===== src/rtl/elevator_pkg.sv =====
// Shared types and constants for the single-car SCAN elevator controller.
package elevator_pkg;

  // Scheduler states of the car.
  typedef enum logic [1:0] {
    ST_IDLE = 2'd0,
    ST_MOVE = 2'd1,
    ST_DOOR = 2'd2
  } state_e;

  // Travel direction codes as driven on the dir output.
  localparam logic [1:0] DIR_NONE = 2'b00;
  localparam logic [1:0] DIR_UP   = 2'b01;
  localparam logic [1:0] DIR_DOWN = 2'b10;

  // Default geometry and timing at a 10 Hz tick.
  localparam int DEF_N_FLOORS     = 3;
  localparam int DEF_TRAVEL_TICKS = 20;
  localparam int DEF_DOOR_TICKS   = 30;

endpackage


===== src/rtl/call_latch.sv =====
// Per-floor call capture: rising-edge detection of the call switches and the
// pending-call lamps, which stay lit until the scheduler reports the floor served.
module call_latch
  import elevator_pkg::*;
#(
  parameter int N_FLOORS = DEF_N_FLOORS
) (
  input  logic                clk10,
  input  logic                rst,
  input  logic [N_FLOORS-1:0] i_swh,
  input  logic [N_FLOORS-1:0] i_srv,   // floors served on this edge
  output logic [N_FLOORS-1:0] o_light,
  output logic [N_FLOORS-1:0] o_ev     // call events this cycle
);

  logic [N_FLOORS-1:0] r_swh_q;
  logic [N_FLOORS-1:0] r_light;

  // A held switch produces exactly one event: only the 0->1 transition counts.
  assign o_ev    = i_swh & ~r_swh_q;
  assign o_light = r_light;

  // Register switches and update lamps; a service on the same edge beats a new call.
  // NOTE: non-blocking assignments so every register samples pre-edge values.
  always_ff @(posedge clk10) begin
    if (rst) begin
      r_swh_q <= '0;
      r_light <= '0;
    end else begin
      r_swh_q <= i_swh;
      r_light <= (r_light | o_ev) & ~i_srv;
    end
  end

endmodule


===== src/rtl/elevator_scan.sv =====
// SCAN scheduler for one car: keeps travelling in its direction while calls
// remain ahead, reverses when only calls behind remain, idles when none remain.
module elevator_scan
  import elevator_pkg::*;
#(
  parameter int N_FLOORS     = DEF_N_FLOORS,
  parameter int TRAVEL_TICKS = DEF_TRAVEL_TICKS,
  parameter int DOOR_TICKS   = DEF_DOOR_TICKS,
  localparam int FW   = (N_FLOORS > 2) ? $clog2(N_FLOORS) : 1,
  localparam int TMAX = (TRAVEL_TICKS > DOOR_TICKS) ? TRAVEL_TICKS : DOOR_TICKS,
  localparam int TW   = $clog2(TMAX + 1)
) (
  input  logic                clk10,
  input  logic                rst,
  input  logic [N_FLOORS-1:0] swh,
  output logic [N_FLOORS-1:0] light,
  output logic [FW-1:0]       floor,
  output logic [1:0]          dir,
  output logic                door
);

  localparam logic [TW-1:0]       T_TRAVEL = TW'(TRAVEL_TICKS - 1);
  localparam logic [TW-1:0]       T_DOOR   = TW'(DOOR_TICKS - 1);
  localparam logic [N_FLOORS-1:0] ONE      = {{(N_FLOORS-1){1'b0}}, 1'b1};

  state_e        r_state, w_state;
  logic [FW-1:0] r_floor, w_floor;
  logic [1:0]    r_dir,   w_dir;
  logic [TW-1:0] r_timer, w_timer;

  logic [N_FLOORS-1:0] w_ev, w_srv, w_cur_oh, w_new_oh;
  logic [FW-1:0]       w_new_floor;
  logic                w_above, w_below, w_ev_here, w_lit_new;

  call_latch #(.N_FLOORS(N_FLOORS)) u_calls (
    .clk10   (clk10),
    .rst     (rst),
    .i_swh   (swh),
    .i_srv   (w_srv),
    .o_light (light),
    .o_ev    (w_ev)
  );

  assign w_new_floor = (r_dir == DIR_UP) ? r_floor + 1'b1 : r_floor - 1'b1;
  assign w_cur_oh    = ONE << r_floor;
  assign w_new_oh    = ONE << w_new_floor;
  assign w_ev_here   = |(w_ev & w_cur_oh);
  // A call arriving on the same edge as the car counts as served there.
  assign w_lit_new   = |((light | w_ev) & w_new_oh);

  // Summarise pending calls above and below the car.
  always_comb begin
    w_above = 1'b0;
    w_below = 1'b0;
    for (int i = 0; i < N_FLOORS; i++) begin
      if (i > int'(r_floor)) w_above = w_above | light[i];
      if (i < int'(r_floor)) w_below = w_below | light[i];
    end
  end

  // Next-state, timer, floor and direction decisions.
  // NOTE: every output gets a default first so no path infers a latch.
  always_comb begin
    w_state = r_state;
    w_floor = r_floor;
    w_dir   = r_dir;
    w_timer = r_timer;
    w_srv   = '0;
    case (r_state)
      ST_IDLE: begin
        w_srv = w_cur_oh;
        if (w_ev_here) begin
          w_state = ST_DOOR;
          w_timer = T_DOOR;
        end else if (w_above) begin
          w_state = ST_MOVE;
          w_dir   = DIR_UP;
          w_timer = T_TRAVEL;
        end else if (w_below) begin
          w_state = ST_MOVE;
          w_dir   = DIR_DOWN;
          w_timer = T_TRAVEL;
        end
      end
      ST_MOVE: begin
        if (r_timer != '0) begin
          w_timer = r_timer - 1'b1;
        end else begin
          w_floor = w_new_floor;
          w_srv   = w_new_oh;
          if (w_lit_new) begin
            w_state = ST_DOOR;
            w_timer = T_DOOR;
          end else begin
            w_timer = T_TRAVEL;
          end
        end
      end
      ST_DOOR: begin
        w_srv = w_cur_oh;
        if (w_ev_here) begin
          w_timer = T_DOOR;
        end else if (r_timer != '0) begin
          w_timer = r_timer - 1'b1;
        end else if ((r_dir == DIR_UP && w_above) || (r_dir == DIR_DOWN && w_below)) begin
          w_state = ST_MOVE;
          w_timer = T_TRAVEL;
        end else if (w_above) begin
          w_state = ST_MOVE;
          w_dir   = DIR_UP;
          w_timer = T_TRAVEL;
        end else if (w_below) begin
          w_state = ST_MOVE;
          w_dir   = DIR_DOWN;
          w_timer = T_TRAVEL;
        end else begin
          w_state = ST_IDLE;
          w_dir   = DIR_NONE;
        end
      end
      default: begin
        w_state = ST_IDLE;
        w_dir   = DIR_NONE;
        w_timer = '0;
      end
    endcase
  end

  // Scheduler state register; reset abandons any trip and returns to floor 0.
  always_ff @(posedge clk10) begin
    if (rst) begin
      r_state <= ST_IDLE;
      r_floor <= '0;
      r_dir   <= DIR_NONE;
      r_timer <= '0;
    end else begin
      r_state <= w_state;
      r_floor <= w_floor;
      r_dir   <= w_dir;
      r_timer <= w_timer;
    end
  end

  assign floor = r_floor;
  assign dir   = r_dir;
  assign door  = (r_state == ST_DOOR);

endmodule


===== config.mk =====
export PLATFORM = sky130hd
export DESIGN_NAME = elevator_scan
export DESIGN_NICKNAME = d
export VERILOG_FILES = /design/src/rtl/elevator_pkg.sv /design/src/rtl/call_latch.sv /design/src/rtl/elevator_scan.sv
export SDC_FILE = /design/constraint.sdc
export NUM_CORES = 1
export LEC_CHECK = 0
export ABC_AREA = 1
export CELL_PAD_IN_SITES_DETAIL_PLACEMENT = 0
export CELL_PAD_IN_SITES_GLOBAL_PLACEMENT = 1
export CORE_MARGIN = 3
export CORE_UTILIZATION = 43
export DETAILED_ROUTE_END_ITERATION = 10
export GPL_TIMING_DRIVEN = 1
export PLACE_DENSITY_LB_ADDON = 0.08
export SYNTH_ARGS = -nofsm -noshare
export SYNTH_HDL_FRONTEND = slang
export SYNTH_HIERARCHICAL = 1
export SYNTH_SLANG_ARGS = --single-unit

===== constraint.sdc =====
create_clock -name clk10 -period 5.6 [get_ports clk10]
set_clock_uncertainty 0.15 [all_clocks]
set_input_delay 1.12 -clock clk10 [delete_from_list [all_inputs] [get_ports clk10]]
set_output_delay 1.12 -clock clk10 [all_outputs]
set_load 0.05 [all_outputs]

# [Word-level counts from Yosys, hierarchy flattened]
# Index checks and enable logic that the tools add are counted.
[totals] reg_bits=17 input_bits=5 out_inout_bits=8 wordCells=88
[classes] addsub=3 magnitude_cmp=5 eq_ne=12 shift=2 muxes=37 n_bitwise=12 n_reduce_logical=11
[ops] operator="two-way mux 5 bit" count=7
[ops] operator="two-way mux 2 bit" count=16
[ops] operator="case mux 5 bit (3 select lines)" count=1
[ops] operator="bitwise AND 3 bit" count=4
[ops] operator="inequality test 2 bit (second input constant)" count=6
[ops] operator="case mux 2 bit (3 select lines)" count=2
[ops] operator="two-way mux 1 bit" count=8
[ops] operator="inverter 3 bit" count=2
[ops] operator="case mux 3 bit (2 select lines)" count=1
[ops] operator="AND reduction 6 bit" count=1
[ops] operator="OR reduction 3 bit" count=2
[ops] operator="<< shifter 1 x 2 -> 3 bit (first input constant)" count=2
[ops] operator="AND reduction 5 bit" count=1
[ops] operator="nonzero test 5 bit" count=1
[ops] operator="subtractor 5 x 1 -> 5 bit (second input constant)" count=1
[ops] operator="== test 2 x 1 -> 1 bit (second input constant)" count=2
[ops] operator="== test 2 bit (second input constant)" count=2
[ops] operator="< comparator 1 x 2 -> 1 bit (first input constant)" count=2
[ops] operator="two-way mux 4 bit" count=1
[ops] operator="inequality test 4 bit (second input constant)" count=1
[ops] operator="two-way mux 3 bit" count=1
[ops] operator="inequality test 3 bit (second input constant)" count=1
[ops] operator="OR 1 bit" count=3
[ops] operator="OR 3 bit" count=1
[ops] operator="other kinds (11)" count=13

# [Longest topological paths before layout]
# Gate-level depths: netlist of run 1.
[logic_depth] word_depth=12 mapped_depth=12 depth_no_buf=12

# [Modules after synthesis]
# Netlist of run 1, hierarchy kept.
[by_module_without_submodules] mod="elevator_scan" n_inst=1 cells_per_inst=160 area_per_inst_um2=1046.0 seq_area_each_um2=220.2
[by_module_without_submodules] mod="call_latch" n_inst=1 cells_per_inst=34 area_per_inst_um2=240.2 seq_area_each_um2=120.1

# [Worst setup path after synthesis of run 1]
# Ideal clock, no wire load.
[synth_timing] path_kind="input to register" startpoint="input port swh[0]" endpoint="register r_dir[0], in the netlist dir[0]" setup_ns=0.132 t_arrival_ns=2.012 required_ns=5.318 slack_ns=3.306 stages=10 path_buffers=0 path_cell_list="nand2_1 inv_1 nand2_1 nand3_4 o21ai_0 inv_2 nor2_2 nand3_2 nand2_1 a21oi_2"
[synth_between] elab_chain_len=5 word_cells_on_any_way=6 classes_between="eq/ne: 2; bitwise: 2; reduce/logical: 2"
[synth_rtl] item="from (decl)" line_no="elevator_scan.sv:15" source="input logic [N_FLOORS-1:0] swh,"
[synth_rtl] item="bitwise AND 3 bit *" line_no="call_latch.sv:20" source="assign o_ev = i_swh & ~r_swh_q;"
[synth_rtl] item="net w_ev[0]" line_no="elevator_scan.sv:31" source="logic [N_FLOORS-1:0] w_ev, w_srv, w_cur_oh, w_new_oh;"
[synth_rtl] item="bitwise AND 3 bit *" line_no="elevator_scan.sv:47" source="assign w_ev_here = |(w_ev & w_cur_oh);"
[synth_rtl] item="OR reduction 3 bit *" line_no="elevator_scan.sv:47"
[synth_rtl] item="inequality test 2 bit (no source line)"
[synth_rtl] item="AND reduction 6 bit (no source line) *"
[synth_rtl] item="to (signal assigned)" line_no="elevator_scan.sv:139" source="r_dir <= w_dir;"
[synth_rtl] item="to (decl)" line_no="elevator_scan.sv:28" source="logic [1:0] r_dir, w_dir;"
# Mark *: on every way through the listed nets, which the timed path passes. The rest lies on a longest branch.
# A chain may end at the register's enable or synchronous reset.

# [Final worst setup path of run 1]
[layout_timing] startpoint="register r_state[1]" endpoint="output port door"
[layout_between] elab_chain_len=1
[layout_rtl] item="from (decl)" line_no="elevator_scan.sv:26" source="state_e r_state, w_state;"
[layout_rtl] item="from (signal assigned)" line_no="elevator_scan.sv:137" source="r_state <= w_state;"
[layout_rtl] item="== test 2 bit" line_no="elevator_scan.sv:146" source="assign door = (r_state == ST_DOOR);"
[layout_rtl] item="to (decl)" line_no="elevator_scan.sv:19" source="output logic door"
# Every way passes these cells.

==> results.json, run 1 <==
{
  "crit_required_ps": 4330,
  "initial_utilization": 0.459,
  "setup_tns_ps": 0,
  "core_region_area_mm2": 0.00281,
  "cts-root-buf": "clkbuf_4",
  "grt_first_pass_wirelength_mm": 4.79,
  "design_area_mm2": 0.00147,
  "cts_hold_repair.buffers": 0,
  "clk-insertion-delay-late_ps": 300,
  "ios": 13,
  "synthFlopType": "dfxtp_1",
  "area_growth_pct": 14.4,
  "worstHoldPathType": "reg -> reg",
  "clk_path_buf_depth": 2,
  "power_density_mw_per_mm2": 522,
  "cts_buffers": 3,
  "max_slew_margin": 0.557,
  "tritoncts": "done",
  "whs_endpoint": "u_calls/o_light[0]",
  "rrSetupSlack_ps": 3470,
  "portBuffers": 12,
  "synth_top_area_cell": "dfxtp_1",
  "rsz0062_at_grt": "no",
  "diodes": 0,
  "antenna_found_initial": 0,
  "post-place-ws_ps": 2720,
  "critPathSlowestCell": "clkdlybuf4s50_1",
  "synth_seq_cells": 17,
  "synth_cell_types": 24,
  "ys_seq_area_frac": 0.265,
  "startpoint_type": "register",
  "timing.hold.ws_ps": 361,
  "power_switching_w": 0.000415,
  "synth_common_cells": "nand2_1 (47), inv_1 (39), dfxtp_1 (17)",
  "final_max_slew_viol_count": 0,
  "via_per_inst": 5.15,
  "cts.htree.levels": 1,
  "fp.dieArea_mm2": 0.00368,
  "grt_max_degree": 13,
  "crit_type": "reg -> out",
  "async_flop_share": 0,
  "drive_above_1_share": 0.167,
  "yosys_warnings": 6,
  "combPwrFrac": 0.650,
  "die_h_um": 60.7,
  "grt_use_total": 0.172,
  "netlist_instances": 194,
  "row_count": 19,
  "wirelength_mm": 2.94,
  "grt_pass1_vias": 1043,
  "max_stage_delay_ps": 860,
  "drc": 0,
  "drt_iter0_drc": 92,
  "cp_cell_sequence": "inv_2, nor2_4, clkdlybuf4s50_1",
  "hold_depth": 3,
  "r2r_end": "r_timer[4]",
  "grt_overflow_total": 0,
  "synthTopCellsByArea": "dfxtp_1 (26%), nand2_1 (14%), inv_1 (11%)",
  "clkPwrFrac": 0.093,
  "synthDominantCellAreaShare": 0.265,
  "synth.avg_cell_area_um2": 6.63,
  "postCtsSetupRepairBufs": 0,
  "r2r_start": "floor[0]",
  "vias": 1235,
  "arrival_ps": 1900,
  "synth_edf_count": 0,
  "fin_crit_sh": 0.567,
  "drv_cap": 0,
  "placed_area_mm2": 0.00144,
  "setup_viol": 0,
  "worstHoldStart": "u_calls/r_swh_q[0]",
  "critical_path.top_delay_family": "buffers and inverters",
  "fin_util": 0.525,
  "clock-sinks": 17,
  "ctsResizeCount": 0,
  "ir_drop_mv": 0.198,
  "internal_power_w": 0.000353,
  "worstPathMaxFanout": 10,
  "path_depth": 3,
  "pwr-share-seq": 0.256,
  "fin_nets": 221,
  "netlist_area_mm2": 0.00129,
  "path_buf_inv": 2,
  "finalHoldViolCount": 0,
  "yosysMostFrequentCell": "nand2_1",
  "p_leak_nw": 0.697,
  "rr_worst_depth": 11,
  "postRouteAntennaNets": 0,
  "routabilityCongestion": 0.863,
  "tightestPinTransition_ps": 662,
  "outcome": "finished clean",
  "wire_per_inst_um": 12.2,
  "sw_frac_of_total": 0.541,
  "max_freq_ghz": 0.315,
  "first_pass_iters": 4,
  "fin_ws_ps": 2430,
  "clk_pin_slew_worst_paths_ps": 110,
  "hpwlAfterDp_mm": 2.29,
  "postSynthNetCount": 205,
  "endpoint_kind": "output pin",
  "period_minus_slack_ps": 3170,
  "die_x_um": 60.7
}
-- area by class of cell --
cell class                 instances  area [um2]
fill                             307        1330
multi-input combinational        132         777
sequential                        17         340
inverter                          44         165
timing repair buffer              12         120
tap                               31        38.8
clock buffer                       3        22.5
clock inverter                     1        7.51
-- through the flow --
step | power (W) | std cells
after floorplan | 0.000584 | 194
after global placement | 0.000694 | 236
after detailed placement | 0.000697 | 236
after CTS | 0.000773 | 240
after global routing | 0.000841 | 240
final | 0.000767 | 240
-- kinds of logic after synthesis --
group,Yosys count,share of synthesized area
AO/OA/AOI/OAI,29,0.151
adder cells (fa/ha/maj),6,0.0584
flip-flops,17,0.265
buffers and inverters,45,0.131
AND/OR/NAND/NOR,97,0.395
-- power by group through the flow --
stage | clock network, W | logic [W] | registers [W]
3_3_place_gp | 0 | 0.000496 | 0.000198
6_report | 0.0000716 | 0.000499 | 0.000197
2_1_floorplan | 0 | 0.000350 | 0.000234
4_1_cts | 0.0000765 | 0.000500 | 0.000196
5_1_grt | 0.0000797 | 0.000560 | 0.000201
3_5_place_dp | 0 | 0.000498 | 0.000199
-- flip-flops by register name, indices dropped and copies added (netlist names) --
register / flops
r_timer: 5
floor: 2
r_state: 2
dir: 2
u_calls/o_light: 3
u_calls/r_swh_q: 3
-- layer usage --
layer	vias to the layer above	share of wire	wire length, um	GRT usage
met2	24	0.42	1230	0.260
li1	651	-	-	-
met5	-	0	0	0
met4	0	0.0058	17	0.0372
met1	558	0.53	1560	0.252
met3	2	0.044	128	0.0383
-- worst max path at each step --
| stage | from | to | slack, ps |
|---|---|---|---|
| after floorplan | swh[0] | dir[0] | 3310 |
| after global placement | swh[1] | r_timer[4] | 2740 |
| after detailed placement | swh[1] | dir[1] | 2720 |
| after CTS | r_state[1] | door | 2410 |
| after global routing | r_state[1] | door | 2350 |
| final | r_state[1] | door | 2430 |
-- cell usage in the layout, fill, tap and decap left out --
cell             Yosys  routed
nor2_4               4       4
inv_2                5       5
o211ai_1             2       2
a21oi_1              8       8
a21oi_2              7       7
inv_1               39      39
o21bai_1             1       1
o21ai_1              2       2
nand3_4              2       2
o21ai_0              6       6
nand3_1             16      16
nand4_1              9       9
nand2_2              5       5
or2_2                2       2
o32ai_1              2       2
clkdlybuf4s50_1      0      12
clkinvlp_4           0       1
nor2_2               2       2
nand2_1             47      47
nand2_4              2       2
a211oi_2             1       1
ha_1                 6       6
nand3_2              1       1
dfxtp_1             17      17
clkbuf_4             0       3
nor2_1               7       7
-- worst min-delay path, cell delays in order, from the launching register on --
cell and delay [ps]:
dfxtp_1 320, inv_1 30, nand2_1 80, a21oi_2 50
Note: power is estimated with default switching activity, not from simulation.
==> run 2, diff against run 1 <==
Settings changed: CORE_UTILIZATION 43 to 36.
Clock period 5.6 ns to 2.84 ns, I/O delays scaled along.
==> run 2 against run 1 <==
  * Sequential power rose by 97%
  * Cell count increased by 6.7%
  * Via count fell by 0.89%
  * Critical path depth is the same
  * Power rose by 97%
  * Highest routed layer unchanged
  * Setup slack worse by 2200 ps
  * Non-clock buffer count is 1 higher
==> results.json, run 2 (synthesized netlist as in run 1, its figures left out) <==
{
  "cts-root-buf": "clkbuf_4",
  "die_h_um": 65.8,
  "drc": 0,
  "period_minus_slack_ps": 2660,
  "finalHoldViolCount": 0,
  "core_region_area_mm2": 0.00339,
  "postRouteAntennaNets": 0,
  "ctsResizeCount": 0,
  "via_per_inst": 4.78,
  "clk_pin_slew_worst_paths_ps": 110,
  "diodes": 0,
  "startpoint_type": "register",
  "ios": 13,
  "cts_hold_repair.buffers": 0,
  "setup_tns_ps": 0,
  "grt_first_pass_wirelength_mm": 5.43,
  "routabilityCongestion": 0.868,
  "drive_above_1_share": 0.171,
  "endpoint_kind": "output pin",
  "fp.dieArea_mm2": 0.00433,
  "tritoncts": "done",
  "rsz0062_at_grt": "no",
  "largest_reg_flops": 5,
  "max_stage_delay_ps": 860,
  "antenna_found_initial": 0,
  "postCtsSetupRepairBufs": 0,
  "max_slew_margin": 0.668,
  "area_growth_pct": 16.2,
  "setup_viol": 0,
  "die_x_um": 65.8,
  "tightestPinTransition_ps": 497,
  "final_common_cell": "nand2_1",
  "p_leak_nw": 0.706,
  "crit_start": "r_state[1]",
  "r2r_start": "floor[0]",
  "power_density_mw_per_mm2": 1010,
  "worstHoldStart": "u_calls/o_light[0]",
  "cts.htree.levels": 1,
  "vias": 1224,
  "wirelength_mm": 3.05,
  "row_count": 21,
  "crit_type": "reg -> out",
  "grt_overflow_total": 0,
  "cts_buffers": 3,
  "drv_cap": 0,
  "clk_path_buf_depth": 2,
  "critPathSlowestCell": "clkdlybuf4s50_1",
  "max_freq_ghz": 0.376,
  "ir_drop_mv": 0.279,
  "fin_crit_sh": 0.936,
  "cp_cell_sequence": "inv_2, nor2_4, clkdlybuf4s50_1",
  "drt_iter0_drc": 57,
  "path_buf_inv": 2,
  "crit_required_ps": 2120,
  "grt_max_degree": 11,
  "grt_use_total": 0.162,
  "hpwlAfterDp_mm": 2.34,
  "clk-insertion-delay-late_ps": 300,
  "fin_nets": 222,
  "total_power_w": 0.00151,
  "wire_per_inst_um": 11.9,
  "final_max_slew_viol_count": 0,
  "clock-sinks": 17,
  "regMostFlops": "r_timer",
  "mostFrequentLayoutCells": "nand2_1 (47), inv_1 (39), dfxtp_1 (17)",
  "worstPathMaxFanout": 10,
  "first_pass_iters": 4,
  "outcome": "finished clean",
  "grt_pass1_vias": 1189,
  "initial_utilization": 0.379,
  "portBuffers": 12,
  "worstHoldPathType": "reg -> reg",
  "critical_path.top_delay_family": "buffers and inverters",
  "arrival_ps": 1940
}
## run 2: path summary, 6_finish.rpt
check | slack, ps | to | cells past startpoint
hold reg to reg | 350 | u_calls/o_light[0] | 2
hold / removal | 350 | u_calls/o_light[0] | 2
setup / recovery | 180 | door | 3
setup reg to reg | 710 | r_timer[1] | 11
## run 2: metal layers
| metal | GRT usage | up-vias | routed length [um] |
|---|---|---|---|
| met2 | 0.250 | 27 | 1270 |
| met5 | 0 | - | 0 |
| li1 | - | 646 | - |
| met1 | 0.233 | 546 | 1590 |
| met4 | 0.0389 | 0 | 29 |
| met3 | 0.0255 | 5 | 160 |
## run 2: metrics by stage
stage	worst slack [ps]	cell area, um2	instances	utilization	hold slack (ps)
2_1_floorplan	547	1290	194	-	331
3_3_place_gp	538	1470	252	0.433	334
3_5_place_dp	515	1470	252	0.433	345
4_1_cts	178	1500	256	0.441	363
5_1_grt	108	1500	256	0.441	386
6_report	182	1500	256	0.441	353
## run 2: cell type report
type	count	area [um2]
Timing Repair Buffer	13	128
Clock buffer	3	22.5
Multi-Input combinational cell	132	777
Clock inverter	1	5.00
Fill cell	373	1890
Sequential cell	17	340
Inverter	44	165
Tap cell	46	57.6
## run 2: worst reg2reg max path, cell delays in order, from the launching register on
cell	delay, ps
dfxtp_1	500
inv_1	200
ha_1	340
nand3_1	140
nand2_2	150
nand3_1	110
nand3_1	110
nand2_2	100
nand3_1	90
nand3_1	70
nand2_1	60
inv_1	30
## run 2: where the power goes
| part | internal, W | leakage, nW | switching (W) |
|---|---|---|---|
| clock | 0.0000525 | 0.0177 | 0.0000891 |
| sequential | 0.000305 | 0.141 | 0.0000824 |
| combinational | 0.000338 | 0.548 | 0.000641 |
| total | 0.000695 | 0.706 | 0.000813 |
